<file path="src/rtl/seq_scan_sched_pkg.sv">
// Shared constants for the two-requester sequence scanner.
package seq_scan_sched_pkg;

  localparam int NUM_REQ = 2;

  typedef enum logic [1:0] {
    S0 = 2'b00,
    S1 = 2'b01,
    S2 = 2'b10,
    S3 = 2'b11
  } state_t;

  // Pointer value after reset/clear: "requester 1 went last", so requester 0 wins the first tie.
  localparam logic LAST_RST = 1'b1;

endpackage

</file>
<file path="src/rtl/seq_scan_sched_if.sv">
// Requester handshakes and match reporting for seq_scan_sched.
interface seq_scan_sched_if #(parameter int CNT_W = 8);
  logic             req0_valid;
  logic [1:0]       req0_sym;
  logic             req0_ready;
  logic             req1_valid;
  logic [1:0]       req1_sym;
  logic             req1_ready;
  logic             hit_valid;
  logic             hit_id;
  logic [CNT_W-1:0] hit_cnt0;
  logic [CNT_W-1:0] hit_cnt1;

  modport master (
    output req0_valid, req0_sym, req1_valid, req1_sym,
    input  req0_ready, req1_ready, hit_valid, hit_id, hit_cnt0, hit_cnt1
  );

  modport slave (
    input  req0_valid, req0_sym, req1_valid, req1_sym,
    output req0_ready, req1_ready, hit_valid, hit_id, hit_cnt0, hit_cnt1
  );
endinterface

</file>
<file path="src/rtl/seq_step.sv">
// Detector step function: one symbol applied to one context.
// match flags a step that lands in S3; the caller handles the restart.
module seq_step
  import seq_scan_sched_pkg::*;
(
  input  state_t     state,
  input  logic [1:0] sym,
  output state_t     next,
  output logic       match
);

  // Next-state table; unlisted symbols keep the current state.
  always_comb begin
    next = state;
    case (state)
      S0: if (sym == 2'b01) next = S1;
      S1: begin
        if (sym == 2'b10)      next = S2;
        else if (sym == 2'b11) next = S0;
      end
      S2: begin
        case (sym)
          2'b01:   next = S1;
          2'b10:   next = S0;
          2'b11:   next = S3;
          default: next = S2;
        endcase
      end
      default: next = S0; // S3 is never held; treat as restart
    endcase
    match = (next == S3);
  end

endmodule

</file>
<file path="src/rtl/seq_scan_sched.sv">
// Two requesters share one seq_step through a round-robin grant.
// Each requester keeps its own context and saturating match counter.
module seq_scan_sched
  import seq_scan_sched_pkg::*;
#(
  parameter int CNT_W = 8
) (
  input  logic            clk,
  input  logic            reset,
  input  logic            clr,
  seq_scan_sched_if.slave bus
);

  state_t                            ctx [NUM_REQ];
  logic [NUM_REQ-1:0][CNT_W-1:0]     cnt;
  logic                              last;
  logic                              hv;
  logic                              hid;
  logic                              g0, g1, xfer, owner;
  state_t                            cur, nxt;
  logic [1:0]                        sym_sel;
  logic                              mt;

  // Round-robin grant; clr blocks every transfer.
  always_comb begin
    g0 = 1'b0;
    g1 = 1'b0;
    if (!clr) begin
      g0 = bus.req0_valid && (!bus.req1_valid || last == 1'b1);
      g1 = bus.req1_valid && (!bus.req0_valid || last == 1'b0);
    end
  end

  assign xfer    = g0 | g1;
  assign owner   = g1;
  assign cur     = owner ? ctx[1] : ctx[0];
  assign sym_sel = owner ? bus.req1_sym : bus.req0_sym;

  seq_step u_step (
    .state (cur),
    .sym   (sym_sel),
    .next  (nxt),
    .match (mt)
  );

  // Contexts, counters, pointer and hit pulse.
  always_ff @(posedge clk or posedge reset) begin
    if (reset) begin
      ctx[0] <= S0;
      ctx[1] <= S0;
      cnt    <= '0;
      last   <= LAST_RST;
      hv     <= 1'b0;
      hid    <= 1'b0;
    end else if (clr) begin
      ctx[0] <= S0;
      ctx[1] <= S0;
      cnt    <= '0;
      last   <= LAST_RST;
      hv     <= 1'b0;
    end else begin
      hv <= 1'b0;
      if (xfer) begin
        last       <= owner;
        ctx[owner] <= mt ? S0 : nxt;
        if (mt) begin
          hv  <= 1'b1;
          hid <= owner;
          if (cnt[owner] != {CNT_W{1'b1}}) cnt[owner] <= cnt[owner] + 1'b1;
        end
      end
    end
  end

  assign bus.req0_ready = g0;
  assign bus.req1_ready = g1;
  assign bus.hit_valid  = hv;
  assign bus.hit_id     = hid;
  assign bus.hit_cnt0   = cnt[0];
  assign bus.hit_cnt1   = cnt[1];

endmodule

</file>
<file path="src/flat_wrapper.sv">
// flat-port wrapper written by rule: the top's interface ports become plain ports
module seq_scan_sched_flat import seq_scan_sched_pkg::*;
#(
  parameter int CNT_W = 8
)
  (clk, reset, clr, bus_req0_valid, bus_req0_sym, bus_req1_valid, bus_req1_sym, bus_req0_ready, bus_req1_ready, bus_hit_valid, bus_hit_id, bus_hit_cnt0, bus_hit_cnt1);
  seq_scan_sched_if #(.CNT_W(CNT_W)) bus_i ();
  input  logic clk;
  input  logic reset;
  input  logic clr;
  input wire logic [$bits(bus_i.req0_valid)-1:0] bus_req0_valid;
  input wire logic [$bits(bus_i.req0_sym)-1:0] bus_req0_sym;
  input wire logic [$bits(bus_i.req1_valid)-1:0] bus_req1_valid;
  input wire logic [$bits(bus_i.req1_sym)-1:0] bus_req1_sym;
  output wire logic [$bits(bus_i.req0_ready)-1:0] bus_req0_ready;
  output wire logic [$bits(bus_i.req1_ready)-1:0] bus_req1_ready;
  output wire logic [$bits(bus_i.hit_valid)-1:0] bus_hit_valid;
  output wire logic [$bits(bus_i.hit_id)-1:0] bus_hit_id;
  output wire logic [$bits(bus_i.hit_cnt0)-1:0] bus_hit_cnt0;
  output wire logic [$bits(bus_i.hit_cnt1)-1:0] bus_hit_cnt1;
  assign bus_i.req0_valid = bus_req0_valid;
  assign bus_i.req0_sym = bus_req0_sym;
  assign bus_i.req1_valid = bus_req1_valid;
  assign bus_i.req1_sym = bus_req1_sym;
  assign bus_req0_ready = bus_i.req0_ready;
  assign bus_req1_ready = bus_i.req1_ready;
  assign bus_hit_valid = bus_i.hit_valid;
  assign bus_hit_id = bus_i.hit_id;
  assign bus_hit_cnt0 = bus_i.hit_cnt0;
  assign bus_hit_cnt1 = bus_i.hit_cnt1;
  seq_scan_sched #(.CNT_W(CNT_W)) u_core (.clk(clk), .reset(reset), .clr(clr), .bus(bus_i));
endmodule
</file>
<file path="config.mk">
export PLATFORM = sky130hd
export DESIGN_NAME = seq_scan_sched_flat
export DESIGN_NICKNAME = d
export VERILOG_FILES = /design/src/rtl/seq_scan_sched_pkg.sv /design/src/rtl/seq_scan_sched_if.sv /design/src/rtl/seq_step.sv /design/src/rtl/seq_scan_sched.sv /design/src/flat_wrapper.sv
export SDC_FILE = /design/constraint.sdc
export NUM_CORES = 1
export LEC_CHECK = 0
export BUFFER_PORTS_ARGS = -buffer_cell sky130_fd_sc_hd__buf_2
export CELL_PAD_IN_SITES_DETAIL_PLACEMENT = 1
export CELL_PAD_IN_SITES_GLOBAL_PLACEMENT = 1
export CORE_MARGIN = 2
export CORE_UTILIZATION = 37
export CTS_CLUSTER_SIZE = 20
export DETAILED_ROUTE_END_ITERATION = 16
export PLACE_DENSITY = 0.83
export SLEW_MARGIN = 40
export SYNTH_ARGS = -nofsm -noshare
export SYNTH_HDL_FRONTEND = slang
export SYNTH_SLANG_ARGS = --single-unit
export TNS_END_PERCENT = 50
</file>
<file path="constraint.sdc">
create_clock -name clk -period 2.7 [get_ports clk]
set_input_delay 0.135 -clock clk [delete_from_list [all_inputs] [get_ports clk]]
set_output_delay 0.135 -clock clk [all_outputs]
set_load 0.005 [all_outputs]
</file>
# Word-level counts from Yosys, hierarchy flattened
# Index checks and enable logic that the tools add are counted.
[totals] reg_bits=23 wordCells=66 output_inout_bits=20
[classes] reduce_logical=14 n_addsub=1 n_bitwise=4 n_lt_le_gt_ge=4 muxes=29 eq_ne=7
[ops] cell="16-bit two-way mux" n=4
[ops] cell="8-bit two-way mux" n=3
[ops] cell="16-bit bitwise mux" n=1
[ops] cell="2-bit two-way mux" n=7
[ops] cell="2-bit one-hot mux with 3 select lines" n=2
[ops] cell="8-bit by 1-bit adder with 8-bit output, second input constant" n=1
[ops] cell="8-bit demux with 1-bit select" n=1
[ops] cell="2-bit equality test, second input constant" n=4
[ops] cell="4-bit two-way mux" n=2
[ops] cell="8-bit != test, second input constant" n=1
[ops] cell="1-bit two-way mux" n=7
[ops] cell="3-bit AND reduction" n=2
[ops] cell="2-bit nonzero test" n=3
[ops] cell="4-bit bitwise mux" n=1
[ops] cell="2-bit by 1-bit equality test with 1-bit output, second input constant" n=2
[ops] cell="1-bit logical AND" n=4
[ops] cell="2-bit demux with 1-bit select" n=1
[ops] cell="2-bit >= comparator, second input constant" n=1
[ops] cell="1-bit logical NOT" n=2
[ops] cell="2-bit logical NOT" n=1
[ops] cell="1-bit logical OR" n=2
[ops] cell="1-bit by 2-bit < comparator with 1-bit output, second input constant" n=1
[ops] cell="2-bit by 1-bit < comparator with 1-bit output, second input constant" n=1
[ops] cell="1-bit NOT" n=2
[ops] cell="3 further kinds" n=3

# Depth between registers and ports, before layout
[depth] ltp_word=14 depth_mapped=15

# Hierarchy
# A second synthesis with hierarchy kept.
[hier_totals] hier_cells=165 area_unflattened_um2=1491.4
[by_module_without_submodules] module="seq_scan_sched" seq_area_each_um2=576.8 area_each_um2=1375.1 cells_each=150 n_inst=1
[by_module_without_submodules] module="seq_step" seq_area_each_um2=0.0 area_each_um2=116.4 cells_each=15 n_inst=1

# Worst setup path after synthesis
# No wires, ideal clock.
[synth_timing] path_kind="flip-flop to flip-flop" startpoint="register u_core.last" endpoint="register u_core.cnt, in the netlist u_core.bus.hit_cnt1[0]" stages_incl_launch_ff=15 period_less_slack_ps=2809 slack_ps=-109 setup_ps=125 arrival_ps=2684 cell_sequence="dfstp_2 a21boi_4 nand2_4 inv_1 nand2_1 nand2_1 ha_1 nand3b_1 nor3_1 a31oi_1 a22oi_1 a21bo_2 buf_6 and2b_1 mux2_2"
[synth_between] elab_chain_len=13
[synth_rtl] element="start: declaration" line="seq_scan_sched.sv:16" text="logic last;"
[synth_rtl] element="start signal: assignment" line="seq_scan_sched.sv:64" text="last <= owner;"
[synth_rtl] element="1-bit NOT *" line="seq_scan_sched.sv:30" text="g1 = bus.req1_valid && (!bus.req0_valid || last == 1'b0);"
[synth_rtl] element="1-bit logical OR *" line="seq_scan_sched.sv:30"
[synth_rtl] element="1-bit logical AND *" line="seq_scan_sched.sv:30"
[synth_rtl] element="1-bit two-way mux *" line="seq_scan_sched.sv:28" text="if (!clr) begin"
[synth_rtl] element="via bus_req1_ready" line="flat_wrapper.sv:16" text="output wire logic [$bits(bus_i.req1_ready)-1:0] bus_req1_ready;"
[synth_rtl] element="branches (longest 9 deep; another with 8-bit by 1-bit adder with 8-bit output)"
[synth_rtl] element="end signal: assignment" line="seq_scan_sched.sv:51" text="cnt <= '0;"
[synth_rtl] element="end signal: assignment" line="seq_scan_sched.sv:58" text="cnt <= '0;"
[synth_rtl] element="end: declaration" line="seq_scan_sched.sv:15" text="logic [NUM_REQ-1:0][CNT_W-1:0] cnt;"
# Mark *: on every way through the listed nets, which the timed path passes. The select of a mux whose other input is x is not followed.
# A chain may end at the register's enable or synchronous reset.

# Worst setup path in the final report
[layout_timing] startpoint="register u_core.last" endpoint="register u_core.cnt, in the netlist u_core.bus.hit_cnt0[4]"
[layout_between] elab_chain_len=13
[layout_rtl] element="branches (longest 13 deep; another with 8-bit by 1-bit adder with 8-bit output)"
# Parallel ways; which one is timed is not known. The select of a mux whose other input is x is not followed.

==> results.py <==
metrics = {
    "timing": {
        "slew_violations": 0,
        "setup_tns_ns": -0.5509,
        "whs_ns": 0.1682,
        "skew_ns": 0.005824,
        "setup_slack_ns": -0.09090,
        "fmax_mhz": 358.3,
        "worstMarginPinSlew_ns": 0.7533,
        "period_needed_ns": 2.791,
        "fin_crit_sh_pct": 103.4,
        "slew_headroom_pct": 49.25,
        "setup_viol": 13,
        "rsz0062_at_grt": "yes",
        "hold_viol": 0,
    },
    "yosys": {
        "syn_nets": 201,
        "seq_area_frac_synth_pct": 36.41,
        "yosysWarnings": 0,
        "synth_top_flop_cell": "dfrtp_1",
        "synth-seq-cells": 23,
        "syn-cell-area_mm2": 0.001584,
        "netlist_instances": 188,
        "async_reset_ff_share_pct": 100.0,
        "syn-mean-instance-area_um2": 8.426,
        "ys_types": 44,
        "synth_edf_count": 0,
    },
    "global_route": {
        "first_global_vias": 1679,
        "grtUsageTotal_pct": 20.74,
        "grt_max_degree": 29,
        "antenna_found_initial": 0,
        "grt_overflow_total": 0,
        "grt_pass1_wl_um": 8252,
    },
    "placed_design": {
        "placedCellCount": 274,
        "dp_hpwl_um": 3452,
        "portBuffers": 28,
        "dpl_cell_area_mm2": 0.001869,
        "finalWeightedCongestion": 0.8594,
    },
    "setup_path": {
        "worst-r2r-cell-count": 13,
        "cp.depth": 13,
        "regToRegSetupSlack_ns": -0.09,
        "cp_common_cell": "nand2_2",
        "crit_type": "reg2reg",
        "cp.arrival_ns": 2.96,
        "worstReg2RegStart": "u_core.last",
        "path_cells": "a21boi_4, nand2_4, inv_4, nand2_2, nand2_2, ha_4, nand3b_1, nor3_2, a31oi_2, a22oi_2, a21bo_4, or4_1, a32o_1",
        "critPathLaunchType": "flip-flop",
        "slowest_stage": "dfstp_2",
        "cp_top_family": "compound AO/OA/AOI/OAI gates",
        "worstReg2RegEnd": "u_core.bus.hit_cnt0[4]",
        "slowest_delay_ns": 0.57,
        "worstPathRequired_ns": 2.86,
        "critPathLaunch": "u_core.last",
        "cp_num_buf_inv": 1,
        "crit_path_end": "u_core.bus.hit_cnt0[4]",
        "end_kind": "flip-flop",
        "worst-path-max-fanout": 5,
    },
    "clock_tree": {
        "htreeDepth": 1,
        "cts.path.max_buffers": 2,
        "cts-root-buf": "clkbuf_8",
        "clk_latency_ns": 0.27,
        "cts_tree": "yes",
        "cts_buffers": 3,
        "clock_sinks": 23,
        "clk_pin_slew_ns": 0.09,
    },
    "floorplan": {
        "dieArea_mm2": 0.004821,
        "num_rows": 23,
        "die_height_um": 69.43,
        "io_pins": 29,
        "start_util_pct": 39.04,
        "core_mm2": 0.004058,
        "chipWidth_um": 69.43,
    },
    "cells_and_area": {
        "n_fill_cell": 493,
        "syn2layout_area_growth_pct": 36.57,
        "final_layout_size_suffix_gt1_share_pct": 38.24,
        "num_antenna_cells": 0,
        "mostFrequentLayoutCell": "buf_2",
        "finalNonFillerCells": 288,
        "final_cell_mix": "28 x buf_2, 26 x nand2_1, 22 x dfrtp_1",
        "fin_nets": 252,
        "design_area_mm2": 0.002163,
    },
    "power_and_ir_drop": {
        "p_total_mw": 0.7123,
        "power.density_mw_per_mm2": 329.3,
        "max-vdd-ir-drop_mv": 0.1614,
        "p_leak_nw": 1.000,
    },
    "detailed_routing": {
        "drtIter0Drc": 127,
        "wl_met1_um": 2520,
        "drtPass1Iterations": 4,
        "drc_errors": 0,
        "postRouteAntennaNets": 0,
        "dr.max_layer_used": "met4",
        "via_per_inst": 5.795,
        "dr_total_vias": 1669,
        "dr_wl_met3_um": 236,
        "postRouteWirelength_um": 5496,
        "route.met2.wl_um": 2675,
        "wl_per_cell_um": 19.08,
    },
    "status": {
        "status": "complete, but fails checks",
        "violations": "negative setup slack",
    },
    "worst_hold_path": {
        "min_path_type": "in2reg",
        "hold_path_depth": 3,
    },
    "flow_run": {
        "maxCapViolations": 0,
    },
}
## how the worst min path moves through the flow
stage                              start                     end
after floorplan                    reset  u_core.bus.hit_cnt0[0]
after global placement             reset    u_core.bus.hit_valid
after detailed placement           reset    u_core.bus.hit_valid
after CTS                 bus_req1_valid             u_core.last
after global routing      bus_req1_valid    u_core.bus.hit_valid
final                     bus_req1_valid             u_core.last
## layout make-up
class | instances | area [µm²] | area share [%]
repair buffers | 52 | 350.3 | 16.19
multi-input cells | 152 | 1099 | 50.78
clock buffers | 3 | 41.29 | 1.909
well taps | 50 | 62.56 | 2.892
flip-flops and latches | 23 | 576.8 | 26.66
clock inverters | 1 | 5.005 | 0.2313
inverters | 7 | 28.78 | 1.330
## sequential cells by signal, indices dropped and copies added, names as in the netlist
| signal | flops |
|---|---|
| u_core.bus.hit_id | 1 |
| u_core.bus.hit_cnt0 | 8 |
| u_core.bus.hit_valid | 1 |
| u_core.bus.hit_cnt1 | 8 |
| u_core.last | 1 |
| u_core.ctx | 4 |
## cells in the mapped netlist, types with 4 or more instances
cell type | count | share of area [%]
nand3b_1 | 4 | 1.9
o21ai_0 | 8 | 2.5
dfrtp_1 | 22 | 35
or4_1 | 4 | 1.9
clkbuf_1 | 5 | 1.2
mux2i_1 | 4 | 2.5
or3_1 | 5 | 2.0
nor2_1 | 14 | 3.3
nor3_1 | 5 | 1.6
nor2b_1 | 8 | 3.2
nand3_1 | 6 | 1.9
a21oi_1 | 14 | 4.4
ha_1 | 4 | 3.2
and3_1 | 6 | 2.4
inv_1 | 6 | 1.4
o31ai_1 | 5 | 2.4
nand2_1 | 29 | 6.9
## layer usage
| layer | up-vias | global-route usage, % |
|---|---|---|
| met5 | - | 0 |
| met4 | 0 | 6.536 |
| met2 | 53 | 34.19 |
| li1 | 767 | - |
| met1 | 843 | 28.39 |
| met3 | 6 | 2.326 |
## report_power, final
part           total, mW  leakage [nW]  internal [mW]  switching [mW]
registers          0.354         0.317          0.350         0.00431
logic              0.130         0.658         0.0507          0.0790
clock network      0.229        0.0255          0.103           0.125
total              0.712          1.00          0.504           0.209
## worst reg2reg max path: stages, from the launching register on
cell and delay [ns]:
dfstp_2 0.57, a21boi_4 0.07, nand2_4 0.12, inv_4 0.05, nand2_2 0.07, nand2_2 0.07, ha_4 0.27, nand3b_1 0.08
nor3_2 0.14, a31oi_2 0.07, a22oi_2 0.21, a21bo_4 0.29, or4_1 0.40, a32o_1 0.28
## repair_timing
item | in CTS | in global routing
endpoints found under the hold margin | 22 | 0
setup buffers | 2 | 6
gates cloned | 0 | 1
hold buffers | 1 | 0
pin swaps | 1 | 11
resized for setup | 5 | 32
endpoints found under the setup margin | 13 | 14
## logic make-up after synthesis
| logic type | Yosys count | share of synthesized area, % |
|---|---|---|
| DFF | 23 | 36.41 |
| and+or+nand+nor | 88 | 28.52 |
| xor gates and xnor gates | 5 | 2.765 |
| buffers and inverters | 14 | 3.791 |
| muxes | 11 | 7.740 |
| adders and majority gates | 4 | 3.160 |
| AOI/OAI and AO/OA | 43 | 17.62 |
## metrics by stage
| step | worst slack [ns] | util [%] |
|---|---|---|
| global placement | 0.01032 | 46.07 |
| global route | -0.2323 | 53.31 |
| floorplan | -0.01089 | - |
| finish | -0.09090 | 53.31 |
| detailed placement | -0.09663 | 46.07 |
| CTS | -0.04577 | 48.63 |
Power figures use the tool's default switching activity.
